**config.mk**
```make
export PLATFORM = sky130hd
export DESIGN_NAME = dynamixel_status_receiver_flat
export DESIGN_NICKNAME = d
export VERILOG_FILES = /design/src/rtl/dynamixel_status_receiver_if.sv /design/src/rtl/dynamixel_status_receiver.sv /design/src/flat_wrapper.sv
export SDC_FILE = /design/constraint.sdc
export NUM_CORES = 1
export LEC_CHECK = 0
export ABC_AREA = 1
export CAP_MARGIN = 20
export CORE_MARGIN = 1.5
export CORE_UTILIZATION = 54
export DETAILED_ROUTE_END_ITERATION = 16
export PLACE_DENSITY = 0.81
export SYNTH_ARGS = -nofsm -noshare
export SYNTH_HDL_FRONTEND = slang
export SYNTH_SLANG_ARGS = --single-unit
```
**constraint.sdc**
```tcl
create_clock -name clock -period 7.31 [get_ports clock]
set_clock_uncertainty 0.15 [all_clocks]
set_input_delay 1.0965 -clock clock [delete_from_list [all_inputs] [get_ports clock]]
set_output_delay 1.0965 -clock clock [all_outputs]
set_load 0.1 [all_outputs]
```
**src/rtl/dynamixel_status_receiver_if.sv**
```systemverilog
// Bus-side signals of the Dynamixel 2.0 status receiver.
// Output handshake: packet_valid, packet_crc_error and framing_error are
// single-cycle pulses with no ready/back-pressure; packet_id, packet_error,
// param_count and value are stable registers that change only in the cycle
// packet_valid is high, so a consumer may sample them on that pulse or later.
interface dynamixel_status_receiver_if;
  logic        pin;
  logic        enable;
  logic        packet_valid;
  logic        packet_crc_error;
  logic        framing_error;
  logic [7:0]  packet_id;
  logic [7:0]  packet_error;
  logic [15:0] param_count;
  logic [31:0] value;
  logic [1:0]  dbg_uart_state;
  logic [3:0]  dbg_parser_state;

  modport master (
    output pin, enable,
    input  packet_valid, packet_crc_error, framing_error,
    input  packet_id, packet_error, param_count, value,
    input  dbg_uart_state, dbg_parser_state
  );

  modport slave (
    input  pin, enable,
    output packet_valid, packet_crc_error, framing_error,
    output packet_id, packet_error, param_count, value,
    output dbg_uart_state, dbg_parser_state
  );
endinterface

```
**src/rtl/dynamixel_status_receiver.sv**
```systemverilog
// Dynamixel Protocol 2.0 status packet receiver: 8N1 UART sampler followed by
// a byte-level packet parser with de-stuffing and CRC-16 (poly 0x8005) check.
module dynamixel_status_receiver #(
  parameter int clocks_per_bit = 3
) (
  input logic                         clock,
  input logic                         reset,
  dynamixel_status_receiver_if.slave  bus
);

  localparam int CW   = $clog2(clocks_per_bit);
  localparam int HALF = clocks_per_bit / 2;

  typedef enum logic [1:0] {U_IDLE, U_START, U_DATA, U_STOP} uart_state_t;
  typedef enum logic [3:0] {
    P_H1, P_H2, P_H3, P_RSV, P_ID, P_LEN_L, P_LEN_H,
    P_INST, P_ERR, P_PARAM, P_CRC_L, P_CRC_H
  } parser_state_t;

  // One CRC-16 byte step, MSB first, no reflection.
  function automatic logic [15:0] crc16_byte(input logic [15:0] crc_in, input logic [7:0] data);
    logic [15:0] c;
    c = crc_in ^ {data, 8'h00};
    for (int i = 0; i < 8; i++) begin
      c = c[15] ? ((c << 1) ^ 16'h8005) : (c << 1);
    end
    return c;
  endfunction

  logic [1:0]    r_sync;
  logic          r_rx_prev;
  uart_state_t   r_ustate;
  logic [CW-1:0] r_cnt;
  logic [2:0]    r_idx;
  logic [7:0]    r_shift;
  logic [7:0]    r_byte;
  logic          r_byte_stb;
  logic          r_framing_error;

  parser_state_t r_pstate;
  logic [15:0]   r_crc;
  logic [15:0]   r_len;
  logic [7:0]    r_len_l;
  logic [7:0]    r_crc_l;
  logic [23:0]   r_hist;
  logic [7:0]    r_id_stage;
  logic [7:0]    r_err_stage;
  logic [15:0]   r_cnt_stage;
  logic [31:0]   r_val_stage;
  logic          r_packet_valid;
  logic          r_packet_crc_error;
  logic [7:0]    r_packet_id;
  logic [7:0]    r_packet_error;
  logic [15:0]   r_param_count;
  logic [31:0]   r_value;

  logic          w_rx;
  logic [15:0]   w_crc_next;
  logic [15:0]   w_crc_from0;
  logic [15:0]   w_crc_ffff;
  logic          w_stuffed;

  assign w_rx        = r_sync[1];
  assign w_crc_next  = crc16_byte(r_crc, r_byte);
  assign w_crc_from0 = crc16_byte(16'h0000, r_byte);
  assign w_crc_ffff  = crc16_byte(crc16_byte(16'h0000, 8'hFF), 8'hFF);
  // An FD right after a raw FF FF FD is a stuffing byte.
  assign w_stuffed   = (r_hist == 24'hFFFFFD) && (r_byte == 8'hFD);

  // Two-flop synchronizer plus previous sample for falling-edge detection; idle-high reset.
  always_ff @(posedge clock or posedge reset) begin
    if (reset) begin
      r_sync    <= 2'b11;
      r_rx_prev <= 1'b1;
    end else begin
      r_sync    <= {r_sync[0], bus.pin};
      r_rx_prev <= w_rx;
    end
  end

  // UART 8N1 receiver: start validation at half bit, then one sample per bit period.
  always_ff @(posedge clock or posedge reset) begin
    if (reset) begin
      r_ustate        <= U_IDLE;
      r_cnt           <= '0;
      r_idx           <= '0;
      r_shift         <= '0;
      r_byte          <= '0;
      r_byte_stb      <= 1'b0;
      r_framing_error <= 1'b0;
    end else begin
      r_byte_stb      <= 1'b0;
      r_framing_error <= 1'b0;
      if (!bus.enable) begin
        r_ustate <= U_IDLE;
      end else begin
        case (r_ustate)
          U_IDLE: begin
            if (r_rx_prev && !w_rx) begin
              r_ustate <= U_START;
              r_cnt    <= '0;
            end
          end
          U_START: begin
            if (r_cnt == CW'(HALF - 1)) begin
              r_cnt <= '0;
              r_idx <= '0;
              r_ustate <= w_rx ? U_IDLE : U_DATA;
            end else begin
              r_cnt <= r_cnt + 1'b1;
            end
          end
          U_DATA: begin
            if (r_cnt == CW'(clocks_per_bit - 1)) begin
              r_cnt   <= '0;
              r_shift <= {w_rx, r_shift[7:1]};
              if (r_idx == 3'd7) r_ustate <= U_STOP;
              else               r_idx    <= r_idx + 1'b1;
            end else begin
              r_cnt <= r_cnt + 1'b1;
            end
          end
          U_STOP: begin
            if (r_cnt == CW'(clocks_per_bit - 1)) begin
              r_cnt    <= '0;
              r_ustate <= U_IDLE;
              if (w_rx) begin
                r_byte     <= r_shift;
                r_byte_stb <= 1'b1;
              end else begin
                r_framing_error <= 1'b1;
              end
            end else begin
              r_cnt <= r_cnt + 1'b1;
            end
          end
          default: r_ustate <= U_IDLE;
        endcase
      end
    end
  end

  // Packet parser: header match, length tracking, de-stuffing, CRC and result registers.
  always_ff @(posedge clock or posedge reset) begin
    if (reset) begin
      r_pstate           <= P_H1;
      r_crc              <= '0;
      r_len              <= '0;
      r_len_l            <= '0;
      r_crc_l            <= '0;
      r_hist             <= '0;
      r_id_stage         <= '0;
      r_err_stage        <= '0;
      r_cnt_stage        <= '0;
      r_val_stage        <= '0;
      r_packet_valid     <= 1'b0;
      r_packet_crc_error <= 1'b0;
      r_packet_id        <= '0;
      r_packet_error     <= '0;
      r_param_count      <= '0;
      r_value            <= '0;
    end else begin
      r_packet_valid     <= 1'b0;
      r_packet_crc_error <= 1'b0;
      if (!bus.enable || r_framing_error) begin
        r_pstate <= P_H1;
      end else if (r_byte_stb) begin
        r_hist <= {r_hist[15:0], r_byte};
        case (r_pstate)
          P_H1: begin
            if (r_byte == 8'hFF) begin
              r_crc    <= w_crc_from0;
              r_pstate <= P_H2;
            end
          end
          P_H2: begin
            r_crc    <= w_crc_next;
            r_pstate <= (r_byte == 8'hFF) ? P_H3 : P_H1;
          end
          P_H3: begin
            if (r_byte == 8'hFD) begin
              r_crc    <= w_crc_next;
              r_pstate <= P_RSV;
            end else if (r_byte == 8'hFF) begin
              r_crc    <= w_crc_ffff;
            end else begin
              r_pstate <= P_H1;
            end
          end
          P_RSV: begin
            r_crc    <= w_crc_next;
            r_pstate <= (r_byte == 8'h00) ? P_ID : P_H1;
          end
          P_ID: begin
            r_crc      <= w_crc_next;
            r_id_stage <= r_byte;
            r_pstate   <= P_LEN_L;
          end
          P_LEN_L: begin
            r_crc    <= w_crc_next;
            r_len_l  <= r_byte;
            r_pstate <= P_LEN_H;
          end
          P_LEN_H: begin
            r_crc <= w_crc_next;
            if ({r_byte, r_len_l} < 16'd4) begin
              r_pstate <= P_H1;
            end else begin
              r_len    <= {r_byte, r_len_l} - 16'd4;
              r_pstate <= P_INST;
            end
          end
          P_INST: begin
            r_crc    <= w_crc_next;
            r_pstate <= (r_byte == 8'h55) ? P_ERR : P_H1;
          end
          P_ERR: begin
            r_crc       <= w_crc_next;
            r_err_stage <= r_byte;
            r_cnt_stage <= '0;
            r_val_stage <= '0;
            r_pstate    <= (r_len == 16'd0) ? P_CRC_L : P_PARAM;
          end
          P_PARAM: begin
            r_crc <= w_crc_next;
            r_len <= r_len - 16'd1;
            if (!w_stuffed) begin
              if (r_cnt_stage < 16'd4) r_val_stage[{r_cnt_stage[1:0], 3'b000} +: 8] <= r_byte;
              r_cnt_stage <= r_cnt_stage + 16'd1;
            end
            if (r_len == 16'd1) r_pstate <= P_CRC_L;
          end
          P_CRC_L: begin
            r_crc_l  <= r_byte;
            r_pstate <= P_CRC_H;
          end
          P_CRC_H: begin
            r_pstate <= P_H1;
            if ({r_byte, r_crc_l} == r_crc) begin
              r_packet_valid <= 1'b1;
              r_packet_id    <= r_id_stage;
              r_packet_error <= r_err_stage;
              r_param_count  <= r_cnt_stage;
              r_value        <= r_val_stage;
            end else begin
              r_packet_crc_error <= 1'b1;
            end
          end
          default: r_pstate <= P_H1;
        endcase
      end
    end
  end

  assign bus.packet_valid     = r_packet_valid;
  assign bus.packet_crc_error = r_packet_crc_error;
  assign bus.framing_error    = r_framing_error;
  assign bus.packet_id        = r_packet_id;
  assign bus.packet_error     = r_packet_error;
  assign bus.param_count      = r_param_count;
  assign bus.value            = r_value;
  assign bus.dbg_uart_state   = r_ustate;
  assign bus.dbg_parser_state = r_pstate;

endmodule

```
**src/flat_wrapper.sv**
```systemverilog
// flat-port wrapper written by rule: the top's interface ports become plain ports
module dynamixel_status_receiver_flat 
#(
  parameter int clocks_per_bit = 3
)
  (clock, reset, bus_pin, bus_enable, bus_packet_valid, bus_packet_crc_error, bus_framing_error, bus_packet_id, bus_packet_error, bus_param_count, bus_value, bus_dbg_uart_state, bus_dbg_parser_state);
  dynamixel_status_receiver_if bus_i ();
  input logic clock;
  input logic reset;
  input wire logic [$bits(bus_i.pin)-1:0] bus_pin;
  input wire logic [$bits(bus_i.enable)-1:0] bus_enable;
  output wire logic [$bits(bus_i.packet_valid)-1:0] bus_packet_valid;
  output wire logic [$bits(bus_i.packet_crc_error)-1:0] bus_packet_crc_error;
  output wire logic [$bits(bus_i.framing_error)-1:0] bus_framing_error;
  output wire logic [$bits(bus_i.packet_id)-1:0] bus_packet_id;
  output wire logic [$bits(bus_i.packet_error)-1:0] bus_packet_error;
  output wire logic [$bits(bus_i.param_count)-1:0] bus_param_count;
  output wire logic [$bits(bus_i.value)-1:0] bus_value;
  output wire logic [$bits(bus_i.dbg_uart_state)-1:0] bus_dbg_uart_state;
  output wire logic [$bits(bus_i.dbg_parser_state)-1:0] bus_dbg_parser_state;
  assign bus_i.pin = bus_pin;
  assign bus_i.enable = bus_enable;
  assign bus_packet_valid = bus_i.packet_valid;
  assign bus_packet_crc_error = bus_i.packet_crc_error;
  assign bus_framing_error = bus_i.framing_error;
  assign bus_packet_id = bus_i.packet_id;
  assign bus_packet_error = bus_i.packet_error;
  assign bus_param_count = bus_i.param_count;
  assign bus_value = bus_i.value;
  assign bus_dbg_uart_state = bus_i.dbg_uart_state;
  assign bus_dbg_parser_state = bus_i.dbg_parser_state;
  dynamixel_status_receiver #(.clocks_per_bit(clocks_per_bit)) u_core (.clock(clock), .reset(reset), .bus(bus_i));
endmodule
```
# Yosys cells after proc, flatten, opt, wreduce, memory -nomap -nowiden

Index checks and enable logic that the tools add are counted.

Add/sub/neg operators: 6
Order comparisons: 2
Eq/ne operators: 39
Shift-type cells: 2
Multiplexer cells: 72
Bitwise gates (word level): 18
Reduce and logical (&&, ||, !) cells: 33

Operator list:

| cell                     | count |
|---|---|
| $mux W16                 | 21 |
| $mux W32                 | 2 |
| $pmux W16 S2             | 2 |
| $pmux W32 S2             | 1 |
| $not A3 Y3               | 16 |
| $pmux W16 S3             | 1 |
| $pmux W4 S11             | 1 |
| $bwmux W32               | 1 |
| $lt A16 B3 Y1 const B    | 2 |
| $shift A8 B7 Y32 const A | 1 |
| $shiftx A8 B7 Y32        | 1 |
| $mux W4                  | 7 |
| $eq A24 B24 Y1 const B   | 1 |
| $mux W2                  | 12 |
| $reduce_and A4 Y1        | 5 |
| $reduce_and A5 Y1        | 4 |
| $add A16 B1 Y16 const B  | 1 |
| $eq A16 B1 Y1 const B    | 1 |
| $eq A16 B16 Y1           | 1 |
| $eq A4 B3 Y1 const B     | 4 |
| $eq A4 B4 Y1 const B     | 4 |
| $eq A8 B8 Y1 const B     | 2 |
| $logic_not A16 Y1        | 1 |
| $mux W1                  | 16 |
| 34 further kinds         | 64 |

Register bits: 234
Input bits: 4
Output and inout bits: 73
Word-level logic and storage cells: 197

# Longest topological paths before layout

Word-level depth: 19
Gate-level depth with buffers: 15

# Worst setup path after synthesis

Ideal clock, no wire load.

Path kind: flip-flop to flip-flop
Start: register u_core.r_pstate[3], in the netlist u_core.bus.dbg_parser_state[3]
End: register u_core.r_val_stage[27]
Data arrival time: 2296 ps
Setup slack: 4746 ps
Stages on the path, launching flop included: 12
Buffers on the path: 2
Clock period less this slack: 2564 ps
Cell sequence: dfrtp_1 > inv_2 > nor2_1 > inv_1 > nor2_4 > inv_2 > buf_2 > nor2_1 > nor2_4 > buf_6 > nand3b_1 > nand2_1

Cells in the longest elaborated chain, start to end: 3

RTL lines:

| what                                                 | RTL line                         | text |
|---|---|---|
| start, declared                                      | dynamixel_status_receiver.sv:40  | `parser_state_t r_pstate;` |
| start signal, assigned                               | dynamixel_status_receiver.sv:178 | `r_pstate <= (r_byte == 8'hFF) ? P_H3 : P_H1;` |
| start signal, assigned                               | dynamixel_status_receiver.sv:192 | `r_pstate <= (r_byte == 8'h00) ? P_ID : P_H1;` |
| start signal, assigned                               | dynamixel_status_receiver.sv:215 | `r_pstate <= (r_byte == 8'h55) ? P_ERR : P_H1;` |
| $eq A4 B4 Y1                                         | dynamixel_status_receiver.sv:169 | `case (r_pstate)` |
| $ne A2 B2 Y1 (no line), or another cell as far along | -                                |  |
| $reduce_and A5 Y1 (no line)                          | -                                |  |
| end signal, assigned by index                        | dynamixel_status_receiver.sv:228 | `if (r_cnt_stage < 16'd4) r_val_stage[{r_cnt_stage[1:0], 3'b000} +: 8] <= r_byte;` |
| end, declared                                        | dynamixel_status_receiver.sv:49  | `logic [31:0] r_val_stage;` |

Parallel ways exist; a longest one is shown, timed or not.
A chain may end at the register's enable or synchronous reset.

# Worst setup path in the final report

Start: input bus_enable
End: register u_core.r_param_count[12], in the netlist u_core.bus.param_count[12]

Cells in the longest elaborated chain, start to end: 4

RTL lines:

| what                        | RTL line                         | text |
|---|---|---|
| start, declared             | flat_wrapper.sv:11               | `input wire logic [$bits(bus_i.enable)-1:0] bus_enable;` |
| $logic_not A1 Y1            | -                                |  |
| $logic_or A1 B1 Y1          | dynamixel_status_receiver.sv:165 | `if (!bus.enable \|\| r_framing_error) begin` |
| $not A1 Y1 (no line)        | -                                |  |
| $reduce_and A4 Y1 (no line) | -                                |  |
| end signal, assigned        | dynamixel_status_receiver.sv:243 | `r_param_count <= r_cnt_stage;` |
| end, declared               | dynamixel_status_receiver.sv:54  | `logic [15:0] r_param_count;` |

Every way passes these cells.

==> impl_metrics.ini <==
[outcome]
status = finished, final reports clean

[detailed_routing]
drc = 0
wire_per_inst_um = 16.1
routed_wl_um = 28800
drt_first_iter_violations = 895
ant_nets = 0
dr.pass1.iters = 5
dr_total_vias = 10100
viasPerCell = 5.61

[clock_network]
h-tree-depth = 1
ctsResizeCount = 0
cts.sinks = 234
cts-root-buf = clkbuf_16
cts_setup_buffers = 0
clockBufferDepth = 3
cts-hold-fix-buffers = 0
cts_tree = yes
clkTransAtPathRegs_ns = 0.06
clk_latency_ns = 0.55
cts_buffers = 25

[synthesis]
yosys_warnings = 0
synth-edff-count = 0
syn_inst = 1441
syn-num-nets = 1481
syn-cell-area_sq_mm = 0.0117
async_flop_share_pct = 100
synth_top_cell_area_share_pct = 49.3
synthTopCellsByArea = dfrtp_1 49%, nand2_1 14%, o21ai_0 7.2%, inv_1 4.2%, ha_1 3.8%
ys_ff_latch = 234
ys_seq_area_share_pct = 50.0
synth.distinct_cells = 49
postSynthAreaPerCell_sq_um = 8.14
synth_ff_type = dfrtp_1
yosysTopAreaCell = dfrtp_1

[global_routing]
grt_first_pass_wirelength_um = 47500
antenna_found_initial = 0
grt-busiest-layer = met2
grt_max_degree = 165
groute.usage.overall_pct = 26.3
grt_use_met3_pct = 4.39
use_met1_pct = 35.1
overflow = 0
grt_pass1_vias = 9668
grtUsageMet2_pct = 42.9

[layout]
multi_input_comb_area_sq_mm = 0.00510
fin_nets = 1538
fin_cells = 1791
n_fill_cell = 1767
fin_util_pct = 64.2
final_common_cell = nand2_1
ff_latch_area_sq_mm = 0.00586
layout-drive-gt1-share_pct = 5.08
n_antenna_cell = 0
synthToLayoutAreaGrowth_pct = 15.7
final_cell_mix = 447 x nand2_1, 231 x dfrtp_1, 168 x o21ai_0, 129 x inv_1, 91 x nor2_1

[placed_design]
gp_congestion = 0.920
dp_hpwl_um = 18800
dpl_worst_slack_ns = 2.91
placed_cells = 1746
io_buffers = 76

[worst_setup_path]
cp-end-kind = flip-flop
cp_max_fo = 70
worstPathArrival_ns = 4.17
slowest_stage = clkdlybuf4s50_1
worstPathRequired_ns = 7.59
crit_type = in2reg
path_cells = clkdlybuf4s50_1 -> inv_2 -> nor2_4 -> nand2_2 -> inv_2 -> nand3_1 -> buf_4 -> nor2_4 -> buf_4 -> nand2_1 -> o21a_1
max_stage_delay_ns = 0.60
r2r_cells = 10
critPathTopFamily = buffers and inverters
path_buf_inv = 5
startpoint_type = input port
cp_num_cells = 11

[sta]
setup_viol = 0
setup_slack_ns = 3.42
slew_violations = 0
tightest_slew_ns = 0.989
max-slew-margin-rel_pct = 33.8
fin_crit_ns = 3.89
tns_ns = 0
rsz0062_at_grt = no
fin_crit_sh_pct = 53.2
hold_viol = 0
fmax_mhz = 257

[floorplan]
start_util_pct = 55.5
core_area_sq_mm = 0.0212
chipWidth_um = 150
die_y_um = 150
die_area_sq_mm = 0.0226
io_pins = 77
fp-row-count = 53

[power]
peakVddDrop_uv = 308
cellLeakagePower_uw = 0.00652
total_power_uw = 3640
cellPowerDensity_mw_per_mm2 = 268

[min_path]
hold_class = reg2reg
whs_path_depth = 0

[flow_run]
maxCapViolCount = 0
-- flip-flops by register name (all words and copies together), names as in the netlist, 2 cells and up --
signal and cells:
u_core.r_crc_l 8, u_core.r_cnt_stage 16, u_core.bus.dbg_parser_state 4, u_core.r_id_stage 8
u_core.r_val_stage 32, u_core.r_byte 8, u_core.bus.param_count 16, u_core.bus.dbg_uart_state 2
u_core.r_len 16, u_core.r_cnt 2, u_core.bus.value 32, u_core.r_idx 3
u_core.r_err_stage 8, u_core.r_len_l 8, u_core.r_crc 16, u_core.bus.packet_error 8
u_core.bus.packet_id 8, u_core.r_sync 2, u_core.r_shift 8, u_core.r_hist 24
-- layer usage --
layer | routed length, um | vias up | share of wire, %
li1 | - | 4809 | -
met1 | 12400 | 4765 | 43
met2 | 13400 | 393 | 46
met3 | 1910 | 83 | 6.6
met4 | 1110 | 0 | 3.9
met5 | 0 | - | 0
-- synthesized netlist by cell type (2+ instances only) --
master    count
nand4_1      20
dfrtp_1     231
o21ai_1       6
clkinv_1      4
nand2_1     447
nor4_1        8
nor3_2        2
nor3b_1       3
o21ai_0     168
clkbuf_1     31
nand3_1      80
xnor2_1       5
nand2_2       2
inv_2         7
o31ai_1       9
a21oi_1      20
o22ai_1       4
o21a_1       35
a221oi_1      2
nor2_1       91
buf_2        14
inv_1       130
a22oi_1       2
dfstp_2       3
a31oi_1       3
xor2_1       19
nor2_2        3
nor2_4        6
o221ai_1      2
nor3_1       25
nor4_4        2
buf_4         2
buf_6         4
ha_1         36
-- per-stage QoR --
stage | hold slack, ns | area [sq um]
detailed placement | 0.204 | 12700
global placement | 0.197 | 12700
CTS | 0.213 | 13600
floorplan | 0.195 | 11700
finish | 0.209 | 13600
global route | 0.216 | 13600
-- logic make-up after synthesis --
group | Yosys count | synth area share, %
AOI/OAI and AO/OA | 259 | 12.5
xor gates and xnor gates | 24 | 1.79
adders and majority gates | 36 | 3.84
buffers and inverters | 193 | 6.65
DFF | 234 | 50.0
muxes | 1 | 0.0960
and+or+nand+nor | 694 | 25.2
-- path summary, 6_finish.rpt --
| path | start | to | slack, ns |
|---|---|---|---|
| worst max register to register | u_core.r_byte[0] | u_core.r_len[14] | 3.60 |
| worst max-delay path | bus_enable | u_core.bus.param_count[12] | 3.42 |
| worst min register to register | u_core.r_sync[0] | u_core.r_sync[1] | 0.21 |
| min in group asynchronous | reset | u_core.bus.packet_id[0] | 0.96 |
| worst min-delay path | u_core.r_sync[0] | u_core.r_sync[1] | 0.21 |
| max in group asynchronous | reset | u_core.r_len[1] | 5.28 |
-- power by group --
part / internal [uW] / total (uW) / switching, uW
registers: 1390 / 1500 / 113
logic: 224 / 716 / 492
clock network: 887 / 1420 / 535
-- final cells by class --
cell class | instances | area share, %
Timing Repair Buffer | 82 | 6.03
Inverter | 141 | 3.93
Clock buffer | 30 | 4.82
Multi-Input combinational cell | 1014 | 37.6
Sequential cell | 234 | 43.2
Tap cell | 275 | 2.54
Clock inverter | 15 | 1.95
(Power assumes the default switching activity.)
